[config.mk]
export PLATFORM = sky130hd
export DESIGN_NAME = ddr2_beat_compare
export DESIGN_NICKNAME = d
export VERILOG_FILES = /design/src/rtl/ddr2_pkg.sv /design/src/rtl/ddr2_beat_compare.sv
export SDC_FILE = /design/constraint.sdc
export NUM_CORES = 1
export LEC_CHECK = 0
export CORE_UTILIZATION = 43
export DETAILED_ROUTE_END_ITERATION = 8
export PLACE_DENSITY = 0.83
export SLEW_MARGIN = 20
export SYNTH_ARGS = -nofsm -noshare
export SYNTH_HDL_FRONTEND = slang
export SYNTH_SLANG_ARGS = --single-unit
export TNS_END_PERCENT = 100
[constraint.sdc]
create_clock -name clk_in -period 2.44 [get_ports clk_in]
set_input_delay 0.488 -clock clk_in [delete_from_list [all_inputs] [get_ports clk_in]]
set_output_delay 0.488 -clock clk_in [all_outputs]
set_load 0.03 [all_outputs]
[src/rtl/ddr2_pkg.sv]
// rtl/ddr2_pkg.sv - shared DDR2 test-pattern constants, pattern function and checker state type
package ddr2_pkg;

    localparam int DDR2_DATA_W = 128;
    localparam int DDR2_LANES  = 4;
    localparam int DDR2_LANE_W = DDR2_DATA_W / DDR2_LANES;

    typedef enum logic [1:0] {
        ST_IDLE  = 2'd0,
        ST_RUN   = 2'd1,
        ST_DRAIN = 2'd2,
        ST_DONE  = 2'd3
    } chk_state_t;

    // Beat k carries k replicated into every 32-bit lane; the write-side
    // generator calls this same function so both ends agree by construction.
    function automatic logic [DDR2_DATA_W-1:0] exp_pattern(input logic [DDR2_LANE_W-1:0] k);
        return {DDR2_LANES{k}};
    endfunction

endpackage

[src/rtl/ddr2_beat_compare.sv]
// rtl/ddr2_beat_compare.sv - two-stage beat compare pipeline producing a per-lane mismatch mask
//   clk_in    : clock
//   flush     : synchronous, drops every in-flight beat
//   in_valid  : beat accepted this cycle
//   in_data   : read data beat
//   in_index  : pattern index of the beat
//   out_valid : mask/index below are meaningful
//   out_mask  : bit i set if lane i differs from the expected pattern
//   out_index : pattern index belonging to out_mask
module ddr2_beat_compare
    import ddr2_pkg::*;
(
    input  logic                   clk_in,
    input  logic                   flush,
    input  logic                   in_valid,
    input  logic [DDR2_DATA_W-1:0] in_data,
    input  logic [31:0]            in_index,
    output logic                   out_valid,
    output logic [DDR2_LANES-1:0]  out_mask,
    output logic [31:0]            out_index
);

    logic                   s1_valid;
    logic [DDR2_DATA_W-1:0] s1_data;
    logic [DDR2_DATA_W-1:0] s1_exp;
    logic [31:0]            s1_index;
    logic [DDR2_LANES-1:0]  lane_mask;

    // Only the valid bits need flushing; payload registers are don't-care
    // whenever their valid is low.
    always_ff @(posedge clk_in) begin
        if (flush) begin
            s1_valid  <= 1'b0;
            out_valid <= 1'b0;
        end else begin
            s1_valid  <= in_valid;
            out_valid <= s1_valid;
        end
    end

    always_ff @(posedge clk_in) begin
        s1_data   <= in_data;
        s1_exp    <= exp_pattern(in_index);
        s1_index  <= in_index;
        out_mask  <= lane_mask;
        out_index <= s1_index;
    end

    always_comb begin
        lane_mask = '0;
        for (int i = 0; i < DDR2_LANES; i++) begin
            lane_mask[i] = (s1_data[i*DDR2_LANE_W +: DDR2_LANE_W] !=
                            s1_exp[i*DDR2_LANE_W +: DDR2_LANE_W]);
        end
    end

endmodule

==> results.json <==
{
  "outcome": "finished, final reports clean",
  "portBuffers": 199,
  "cts_max_path_buffers": 2,
  "synth_seq_cells": 198,
  "crit_required_ns": 1.95,
  "placed_cell_area_mm2": 0.007570,
  "reg2reg_depth": 4,
  "rsz0062_at_grt": "no",
  "relSlewSlack_pct": 58.90,
  "critPathMaxFanout": 1,
  "fin_tns_setup_ns": 0,
  "numCtsBuffers": 17,
  "ys_seq_area_share_pct": 70.94,
  "cts_setup_buffers": 0,
  "post-route-cell-area_mm2": 0.008264,
  "crit_path_cell_trace": "clkdlybuf4s50_1",
  "drv_slew": 0,
  "coreArea_mm2": 0.01262,
  "worst_path_max_delay_cell": "clkdlybuf4s50_1",
  "min_period_over_period_pct": 81.11,
  "vdd_ir_drop_max_mv": 0.6004,
  "io_pins": 200,
  "routedWlPerCell_um": 15.82,
  "cts.sink_count": 198,
  "root_buffer": "clkbuf_16",
  "hpwl_um": 9510,
  "vias_per_cell": 4.255,
  "syn_area_mm2": 0.005588,
  "total_power_mw": 7.321,
  "hold_violations": 0,
  "nNetsFinal": 753,
  "hold_buffers": 0,
  "cp.buffers_inverters": 1,
  "skew_ns": 0.01029,
  "clk_pin_slew_ns": 0.06,
  "dieArea_mm2": 0.01345,
  "antenna_left": 0,
  "syn-num-nets": 567,
  "final_common_cell": "clkdlybuf4s50_1",
  "antenna_found_initial": 0,
  "crit_family": "buffers and inverters",
  "cts_tree": "yes",
  "critPathArrivalTime_ns": 1.49,
  "layout_common_cells": "clkdlybuf4s50_1, dfxtp_1, xnor2_1, nand4_1, clkbuf_16",
  "max_freq_mhz": 505.3,
  "cp-end-kind": "output pin",
  "via_count": 3298,
  "n_antenna_cell": 0,
  "rows": 41,
  "track_usage_pct": 18.94,
  "first_global_vias": 3601,
  "r2r-end": "out_mask[0]",
  "startpoint_type": "flip-flop",
  "fin_crit_ns": 1.979,
  "critPathMaxStageDelay_ns": 0.70,
  "cts-resized-gates": 0,
  "grt_pass1_wl_um": 17950,
  "ys_types": 10,
  "insertion_delay_ns": 0.42,
  "whs_path_depth": 0,
  "route.detailed.drc": 0,
  "drive_gt1_share_pct": 4.809,
  "grt_max_degree": 17,
  "min-delay-start": "s1_index[24]",
  "hp-class": "reg -> reg",
  "syn_avg_cell_area_um2": 13.83,
  "start_util_pct": 44.28,
  "hold_end": "out_index[24]",
  "drt-initial-drc-count": 117,
  "netlist_instances": 404,
  "r2r_start": "s1_index[1]",
  "area_growth_pct": 47.90,
  "h-tree-depth": 4,
  "setup_viol": 0,
  "die_h_um": 116.0,
  "routed_wirelength_um": 12260,
  "worstSetupPathType": "reg -> out",
  "power_density_mw_per_mm2": 885.8,
  "worst_pin_slew_ns": 0.6109,
  "die_x_um": 116.0,
  "max_cap_violations": 0,
  "yosysWarningCount": 0,
  "firstDrtPassIters": 3,
  "grt_overflow_total": 0,
  "power.leakage_nw": 3.068,
  "reg2reg_slack_ns": 0.84,
  "place_congestion": 0.7665
}
[how the worst max path moves through the flow]
| stage | from | cells past startpoint | to | slack (ns) |
|---|---|---|---|---|
| 6_report | out_mask[3] | 1 | out_mask[3] | 0.46 |
| 5_1_grt | out_mask[3] | 1 | out_mask[3] | 0.41 |
| 4_1_cts | out_mask[3] | 1 | out_mask[3] | 0.43 |
| 3_5_place_dp | s1_index[18] | 4 | out_mask[1] | 0.79 |
| 3_3_place_gp | s1_index[18] | 4 | out_mask[1] | 0.79 |
| 2_1_floorplan | s1_index[24] | 5 | out_mask[0] | 1.32 |
[state kept, by name (all words and copies together), names as in the netlist]
| name | flops |
|---|---|
| out_valid | 1 |
| s1_data | 128 |
| out_mask | 4 |
| s1_valid | 1 |
| s1_exp | 1 |
| out_index | 32 |
| s1_index | 31 |
[final cells by class]
cell class	count	area (um2)
clock buffer	21	450.4
clock inverter	11	244.0
fill	950	4355
multi-input combinational	174	1399
sequential	198	3964
tap	172	215.2
timing repair buffer	199	1992
[routing by layer]
metal	GRT usage, %	vias up	wire, um
met4	9.573	0	235
met5	0	-	0
met3	7.322	17	991
met1	18.45	1490	4562
met2	34.72	142	6468
li1	-	1649	-
[stage by stage]
stage / utilization, % / instances / hold slack [ns] / setup WS, ns
floorplan: - / 404 / 0.3258 / 1.321
global placement: 59.98 / 743 / 0.4266 / 0.7905
detailed placement: 59.98 / 743 / 0.4398 / 0.7905
CTS: 65.49 / 775 / 0.4433 / 0.4261
global route: 65.49 / 775 / 0.4561 / 0.4145
finish: 65.49 / 775 / 0.4440 / 0.4609
[Yosys cell counts]
cell	count	share of area, %
dfxtp_1	198	71
xnor2_1	128	20
nand4_1	32	3.6
buf_2	15	1.3
buf_6	10	2.0
nor4_1	8	0.90
clkbuf_1	4	0.27
nand2_1	4	0.27
buf_4	3	0.40
nor2b_1	2	0.22
[cells by family after synthesis]
group | synth area share (%)
xor+xnor | 20.06
buf+inv | 4.030
simple gates | 4.971
flops | 70.94
[report_power, final]
group | internal, mW | switching [mW]
combinational | 0.415 | 0.186
clock | 2.06 | 1.14
sequential | 3.40 | 0.119
total | 5.88 | 1.44
(Power assumes the default switching activity.)
